$ cat src/rtl/spi_pkg.sv
// rtl/spi_pkg.sv - shared SPI state encoding, default frequencies and divider helper
package spi_pkg;

  localparam int DEFAULT_CLOCK_FREQUENCY = 27000000;
  localparam int DEFAULT_SPI_FREQUENCY   = 1000000;

  typedef enum logic [2:0] {
    IDLE,
    SETUP,
    SCK_HIGH,
    SCK_LOW,
    HOLD,
    FINISH
  } spi_state_e;

  function automatic int calc_half_div(input int clk_hz, input int spi_hz);
    int d;
    d = clk_hz / (2 * spi_hz);
    return (d < 1) ? 1 : d;
  endfunction

endpackage

$ cat src/rtl/spi_clk_div.sv
// rtl/spi_clk_div.sv - half-period divider: counts 0..HALF_DIV-1, pulses tick on terminal count
module spi_clk_div #(
  parameter int HALF_DIV = 13
) (
  input  logic clk,
  input  logic rst_n,
  input  logic restart,
  output logic tick
);

  localparam int CW = (HALF_DIV > 1) ? $clog2(HALF_DIV) : 1;

  logic [CW-1:0] cnt;

  assign tick = !restart && (cnt == CW'(HALF_DIV - 1));

  always_ff @(posedge clk or negedge rst_n) begin
    if (!rst_n) begin
      cnt <= '0;
    end else if (restart || tick) begin
      cnt <= '0;
    end else begin
      cnt <= cnt + 1'b1;
    end
  end

endmodule

$ cat src/rtl/spi_master.sv
// rtl/spi_master.sv - mode-0 SPI byte master; SPI_MASTER_CS_HOLD_EN adds hold_cs to keep CS low between bytes
module spi_master
  import spi_pkg::*;
#(
  parameter int CLOCK_FREQUENCY = DEFAULT_CLOCK_FREQUENCY,
  parameter int SPI_FREQUENCY   = DEFAULT_SPI_FREQUENCY
) (
  input  logic       system_clk,
  input  logic       rst_n,
  input  logic       start,
  input  logic [7:0] tx_data,
`ifdef SPI_MASTER_CS_HOLD_EN
  input  logic       hold_cs,
`endif
  output logic       busy,
  output logic [7:0] rx_data,
  output logic       rx_valid,
  output logic       spi_sck,
  output logic       spi_cs,
  output logic       spi_mosi,
  input  logic       spi_miso
);

  localparam int HALF_DIV = calc_half_div(CLOCK_FREQUENCY, SPI_FREQUENCY);

  spi_state_e state, state_n;
  logic [7:0] shreg, shreg_n;
  logic [2:0] bit_cnt, bit_cnt_n;
  logic       sck_n, cs_n, mosi_n, busy_n, rx_valid_n;
  logic [7:0] rx_data_n;
  logic       restart, tick;

`ifdef SPI_MASTER_CS_HOLD_EN
  logic keep_cs, keep_cs_n;
  always_ff @(posedge system_clk or negedge rst_n) begin
    if (!rst_n) keep_cs <= 1'b0;
    else        keep_cs <= keep_cs_n;
  end
`else
  logic keep_cs;
  assign keep_cs = 1'b0;
`endif

  spi_clk_div #(.HALF_DIV(HALF_DIV)) u_div (
    .clk     (system_clk),
    .rst_n   (rst_n),
    .restart (restart),
    .tick    (tick)
  );

  always_comb begin
    state_n    = state;
    shreg_n    = shreg;
    bit_cnt_n  = bit_cnt;
    sck_n      = spi_sck;
    cs_n       = spi_cs;
    mosi_n     = spi_mosi;
    busy_n     = busy;
    rx_valid_n = 1'b0;
    rx_data_n  = rx_data;
    restart    = 1'b0;
`ifdef SPI_MASTER_CS_HOLD_EN
    keep_cs_n  = keep_cs;
`endif
    case (state)
      IDLE: begin
        restart = 1'b1;
        if (start) begin
          state_n   = SETUP;
          shreg_n   = tx_data;
          bit_cnt_n = 3'd0;
          cs_n      = 1'b0;
          mosi_n    = tx_data[7];
          busy_n    = 1'b1;
`ifdef SPI_MASTER_CS_HOLD_EN
          keep_cs_n = hold_cs;
`endif
        end
      end
      // MISO enters at bit 0 as TX bits leave from bit 7, so one register serves both
      SETUP, SCK_LOW: begin
        if (tick) begin
          sck_n   = 1'b1;
          shreg_n = {shreg[6:0], spi_miso};
          state_n = SCK_HIGH;
        end
      end
      SCK_HIGH: begin
        if (tick) begin
          sck_n = 1'b0;
          if (bit_cnt != 3'd7) begin
            bit_cnt_n = bit_cnt + 3'd1;
            mosi_n    = shreg[7];
            state_n   = SCK_LOW;
          end else begin
            bit_cnt_n = 3'd0;
            state_n   = HOLD;
          end
        end
      end
      // Two half periods: the trailing SCK-low half, then the CS hold half
      HOLD: begin
        if (tick) begin
          if (bit_cnt == 3'd0) begin
            bit_cnt_n = 3'd1;
          end else begin
            bit_cnt_n = 3'd0;
            cs_n      = keep_cs ? 1'b0 : 1'b1;
            state_n   = FINISH;
          end
        end
      end
      FINISH: begin
        rx_data_n  = shreg;
        rx_valid_n = 1'b1;
        busy_n     = 1'b0;
        mosi_n     = 1'b0;
        restart    = 1'b1;
        state_n    = IDLE;
      end
      default: state_n = IDLE;
    endcase
  end

  always_ff @(posedge system_clk or negedge rst_n) begin
    if (!rst_n) begin
      state    <= IDLE;
      shreg    <= 8'h00;
      bit_cnt  <= 3'd0;
      spi_sck  <= 1'b0;
      spi_cs   <= 1'b1;
      spi_mosi <= 1'b0;
      busy     <= 1'b0;
      rx_valid <= 1'b0;
      rx_data  <= 8'h00;
    end else begin
      state    <= state_n;
      shreg    <= shreg_n;
      bit_cnt  <= bit_cnt_n;
      spi_sck  <= sck_n;
      spi_cs   <= cs_n;
      spi_mosi <= mosi_n;
      busy     <= busy_n;
      rx_valid <= rx_valid_n;
      rx_data  <= rx_data_n;
    end
  end

endmodule
$ cat config.mk
export PLATFORM = sky130hd
export DESIGN_NAME = spi_master
export DESIGN_NICKNAME = d
export VERILOG_FILES = /design/src/rtl/spi_pkg.sv /design/src/rtl/spi_clk_div.sv /design/src/rtl/spi_master.sv
export SDC_FILE = /design/constraint.sdc
export NUM_CORES = 1
export LEC_CHECK = 0
export CAP_MARGIN = 20
export CORE_UTILIZATION = 40
export CTS_CLUSTER_SIZE = 20
export DETAILED_ROUTE_END_ITERATION = 6
export PLACE_DENSITY_LB_ADDON = 0.08
export RECOVER_POWER = 50
export SLEW_MARGIN = 30
export SYNTH_ARGS = -nofsm -noshare
export SYNTH_HDL_FRONTEND = slang
export SYNTH_SLANG_ARGS = --single-unit
$ cat constraint.sdc
create_clock -name system_clk -period 2.6 [get_ports system_clk]
set_clock_uncertainty 0.2 [all_clocks]
set_input_delay 0.39 -clock system_clk [delete_from_list [all_inputs] [get_ports system_clk]]
set_output_delay 0.39 -clock system_clk [all_outputs]
set_load 0.005 [all_outputs]
==> Word-level counts from Yosys, hierarchy flattened <==
Cells that the tools add are included.
{ "op_classes": {"addsub": 2, "reduce_logical": 20, "n_eq_ne": 13, "muxes": 32} }
{ "op_table": {"columns": ["op", "count"], "rows": [
  ["$mux 3", 10],
  ["$mux 8", 2],
  ["$pmux 8 s2", 1],
  ["$mux 1", 12],
  ["$pmux 3 s4", 1],
  ["$reduce_and 4->1", 3],
  ["$pmux 3 s3", 1],
  ["$reduce_bool 2->1", 4],
  ["$eq 3x2->1 const B", 2],
  ["$eq 3x3->1 const B", 2],
  ["$logic_not 3->1", 2],
  ["$ne 2x1->1 const B", 3],
  ["$ne 2x2->1 const B", 3],
  ["$pmux 1 s2", 3],
  ["$reduce_and 3->1", 2],
  ["$reduce_bool 3->1", 2],
  ["$reduce_and 5->1", 1],
  ["$add 4x1->4 const B", 1],
  ["$eq 4x4->1 const B", 1],
  ["$mux 4", 1],
  ["$reduce_or 2->1", 2],
  ["$add 3x1->3 const B", 1],
  ["$eq 3x1->1 const B", 1],
  ["$ne 3x3->1 const B", 1],
  ["5 further kinds", 5]
]} }
{ "word_totals": {"input_bits": 12, "output_inout_bits": 13, "word_cells": 77, "ff_bits": 31} }

==> Logic depth before layout (Yosys ltp) <==
{ "logic_depth": {"ltp_word": 7, "ltp_mapped": 6, "mapped_depth_nobuf": 5} }

==> Cells and area by module <==
A second synthesis with hierarchy kept.
{ "hier_totals": {"hier_cells": 164, "hier_area_um2": 1596.5} }
{ "modules_own_cells": {"columns": ["mod", "seq_area_each_um2", "n_inst", "cells_per_inst", "area_per_inst_um2"], "rows": [
  ["spi_master", 676.9, 1, 143, 1396.3],
  ["spi_clk_div", 100.1, 1, 21, 200.2]
]} }

==> Least setup slack after synthesis <==
OpenSTA, ideal clock, no wires.
{ "synth_path": {"path_kind": "register -> register", "start": "register bit_cnt[0]", "end": "register spi_mosi", "setup_ns": 0.094, "path_slack_ns": 0.867, "period_less_slack_ns": 1.733, "n_path_buf": 0, "required_ns": 2.306, "t_arrival_ns": 1.439, "stages_incl_launch_ff": 6, "path_cell_list": "dfrtp_1 ha_1 ha_1 nor4b_2 a211oi_1 a211oi_1"} }
{ "synth_between": {"elab_chain_len": 3} }
{ "synth_rtl": {"columns": ["item", "line", "text"], "rows": [
  ["from (decl)", "spi_master.sv:28", "logic [2:0] bit_cnt, bit_cnt_n;"],
  ["from (signal assigned)", "spi_master.sv:139", "bit_cnt <= bit_cnt_n;"],
  ["$ne 3x3->1", "spi_master.sv:91", "if (bit_cnt != 3'd7) begin"],
  ["$ne 2x2->1 (no source line)", null, null],
  ["$reduce_and 4->1 (no source line)", null, null],
  ["to (signal assigned)", "spi_master.sv:142", "spi_mosi <= mosi_n;"],
  ["to (decl)", "spi_master.sv:20", "output logic spi_mosi,"]
]} }
Every way passes these cells.
A chain may end at the register's enable or synchronous reset.

==> Worst setup path after layout <==
{ "layout_path": {"start": "input port start", "end": "register shreg[5]"} }
{ "layout_between": {"elab_chain_len": 2} }
{ "layout_rtl": {"columns": ["item", "line", "text"], "rows": [
  ["from (decl)", "spi_master.sv:10", "input logic start,"],
  ["$ne 2x2->1 (no source line)", null, null],
  ["$reduce_and 3->1 (no source line)", null, null],
  ["to (signal assigned)", "spi_master.sv:138", "shreg <= shreg_n;"],
  ["to (decl)", "spi_master.sv:27", "logic [7:0] shreg, shreg_n;"]
]} }
Every way passes these cells.

==> key figures <==
Yosys
  – Yosys cell types: 34
  – Asr flop ratio synth: 100%
  – Post-synth top area share: 48.0%
  – Syn_area_per_cell: 12.2 um2
  – Largest cells by area after synthesis: dfrtp_1 48%, mux2_2 17%, ha_1 4.0%
  – Primary FF master, synth: dfrtp_1
  – Most frequent cell after synthesis: dfrtp_1
  – Register area share after synthesis: 49.6%
  – Cells after synthesis: 128
  – Synth area leader: dfrtp_1
  – Top post-synthesis cells by count: 30 x dfrtp_1, 24 x mux2_2, 10 x inv_1
  – Seq cells post-synth: 31
  – Synth Net Count: 145
  – Yosys synthesis warning count: 0
  – Mapped Area: 1570 um2
  – Number of synthesized flops with an enable pin: 0

Clock network
  – Hold_buf cts: 0
  – CTS tree: built
  – Worst skew pair latency: 0.27 ns
  – Clock-pin slew on the worst setup and hold paths: 0.06 ns
  – Postcts setup bufs: 0
  – H-tree depth: 2
  – Resized cells post-CTS: 0
  – Num CTS Buffers: 5
  – Longest Clk Path Bufs: 2
  – Sink Count: 31
  – Root Driver: clkbuf_8

GRT
  – First-pass GRT wire length: 4950 um
  – Grt total ovfl: 0
  – Gr usage total: 15.9%
  – Initial antenna violation count: 0
  – Vias in the first global route: 1042
  – Pin count of the biggest net entering global routing: 32

STA
  – Setup TNS: 0 ns
  – RSZ-0062 raised after global routing: no
  – Setup ws final: 0.499 ns
  – Setup-failing EPs final: 0
  – Fin. max-slew vios: 0
  – Max_slew headroom: 49.7%
  – Hold WS: 0.299 ns
  – Hold Fails Final Rpt: 0
  – Min Tclk post-route: 2.10 ns
  – Tightest Pin Transition: 0.755 ns
  – Period utilization: 80.8%
  – Top achievable clock speed: 476 MHz

Hold path
  – Hold Path Cell Cnt: 1
  – Hold Path Sink: u_div.cnt[0]$_DFF_PN0_
  – Hold_sp: u_div.cnt[0]$_DFF_PN0_
  – Worst Hold Class: reg2reg

Drt
  – 1st-pass router iterations: 3
  – Vias: 1026
  – DRC violations left: 0
  – Detailed router's first-iteration violation count: 33
  – Routed WL per cell: 13.9 um
  – Antenna Nets Post-Route: 0
  – Via density: 5.05
  – Final WL: 2820 um

Finish
  – Fin util: 51.7%
  – Area grow syn2layout: 22.7%
  – Layout cells sized above 1: 26.5%
  – Ant. Diodes: 0
  – Final Non-Filler Cells: 203
  – NumNets Final: 173

Die
  – Die Span Y: 64.6 um
  – Die area: 4170 um2
  – Die Width: 64.6 um
  – Starting Density: 42.1%
  – # rows: 22
  – IO Count: 25
  – Core ar.: 3720 um2

Worst setup path
  – Arrival @ worst endpoint: 2.06 ns
  – CP cell instances: dlygate4sd3_1 > or3b_4 > a21oi_4 > mux2_2
  – Crit Reg-Reg Startpoint: state[0]$_DFFE_PN0P_
  – Max FO, Critical Path: 8
  – Crit-path slowest cell: dlygate4sd3_1
  – R2R depth: 3
  – Crit-path max cell delay: 0.57 ns
  – Worst EP required: 2.55 ns
  – Capturing point of the worst reg2reg path: shreg[5]$_DFFE_PN0P_
  – Crit end category: flip-flop
  – Crit start category: primary input
  – Crit path kind: in2reg
  – Reg-to-reg slack, setup: 0.53 ns

Power and ir drop
  – Pleak: 0.818 nW
  – VDD IR-drop max: 0.270 mV
  – P per Cell Area: 458 nW/um2

Place
  – Dpl cells: 197
  – I/O Buffers: 24
  – Worst slack at placement: 0.278 ns
  – Routability cong.: 0.728
  – HPWL after detailed placement: 1990 um

Run
  – Max Cap Viol: 0

Run status
  – Status: complete, no violations
report_power, final:
group	switching, mW	leakage (nW)	internal, mW	total, mW
sequential	0.00573	0.384	0.491	0.497
combinational	0.0173	0.397	0.0293	0.0466
clock	0.158	0.0371	0.178	0.336
total	0.181	0.818	0.699	0.880
critical path: cells and delay by family:
kind	cells	cell delay [ns]
buffers and inverters	1	0.57
AND/OR/NAND/NOR	1	0.40
multiplexers	1	0.38
AO/OA/AOI/OAI	1	0.32
kinds of logic after synthesis:
logic type               share of synthesized area [%]
flip-flops                                        49.6
multiplexers                                      20.5
AND/OR/NAND/NOR                                   10.6
AO/OA/AOI/OAI                                     8.23
buffers and inverters                             4.80
adder cells (fa/ha/maj)                           4.00
XOR/XNOR                                          2.24
registers in the layout (all words and copies together) (netlist names):
name / count
spi_sck: 1
spi_cs: 1
state: 3
spi_mosi: 1
shreg: 8
rx_valid: 1
u_div.cnt: 4
busy: 1
rx_data: 8
bit_cnt: 3
cell type report:
cell class                 instances  area, um2
multi-input combinational         81        713
fill                             363       1800
tap                               48       60.1
sequential                        31        777
clock buffer                       6       72.6
timing repair buffer              27        260
inverter                          10       37.5
routing by layer:
layer / track usage [%] / routed length [um] / vias up
met3: 4.23 / 87 / 4
met2: 27.2 / 1380 / 14
met4: 6.67 / 48 / 0
li1: - / - / 501
met5: 0 / 0 / -
met1: 18.7 / 1300 / 507
worst max path at each step:
stage / from / endpoint / depth (start not counted)
2_1_floorplan: bit_cnt[0]$_DFFE_PN0P_ / spi_mosi$_DFFE_PN0P_ / 5
3_3_place_gp: start / shreg[7]$_DFFE_PN0P_ / 4
4_1_cts: state[0]$_DFFE_PN0P_ / shreg[5]$_DFFE_PN0P_ / 3
3_5_place_dp: start / shreg[5]$_DFFE_PN0P_ / 4
5_1_grt: state[0]$_DFFE_PN0P_ / shreg[5]$_DFFE_PN0P_ / 3
6_report: start / shreg[5]$_DFFE_PN0P_ / 4
per-stage QoR:
step | cell area [um2] | power [mW]
5_1_grt | 1920 | 0.917
2_1_floorplan | 1570 | 0.520
4_1_cts | 1920 | 0.892
3_5_place_dp | 1850 | 0.555
3_3_place_gp | 1850 | 0.554
6_report | 1920 | 0.880
cells in the final DEF (no fill, tap or decap):
cell	Yosys	final
a211oi_1	2	2
a21bo_2	1	1
a21o_1	1	1
a21oi_1	1	1
a21oi_4	1	1
a31o_2	1	1
a31oi_1	2	2
a32oi_1	1	1
a41oi_1	1	1
and3_1	1	1
buf_4	3	2
clkbuf_1	0	1
clkbuf_2	0	1
clkbuf_8	0	5
clkdlybuf4s50_1	0	22
dfrtp_1	30	30
dfstp_2	1	1
dlygate4sd3_1	0	2
ha_1	5	5
inv_1	10	10
mux2_2	24	24
mux2i_1	5	5
nand2_1	3	3
nand2b_1	1	1
nand3_1	2	2
nand4_2	1	1
nor2_1	9	9
nor2b_1	4	4
nor3b_1	1	1
nor3b_2	1	1
nor4b_2	2	2
o21a_1	1	1
o21ai_0	3	3
o22ai_1	1	1
o31ai_1	1	1
or3b_4	1	1
xnor2_1	1	1
xor2_1	3	3
Power figures use the tool's default switching activity.
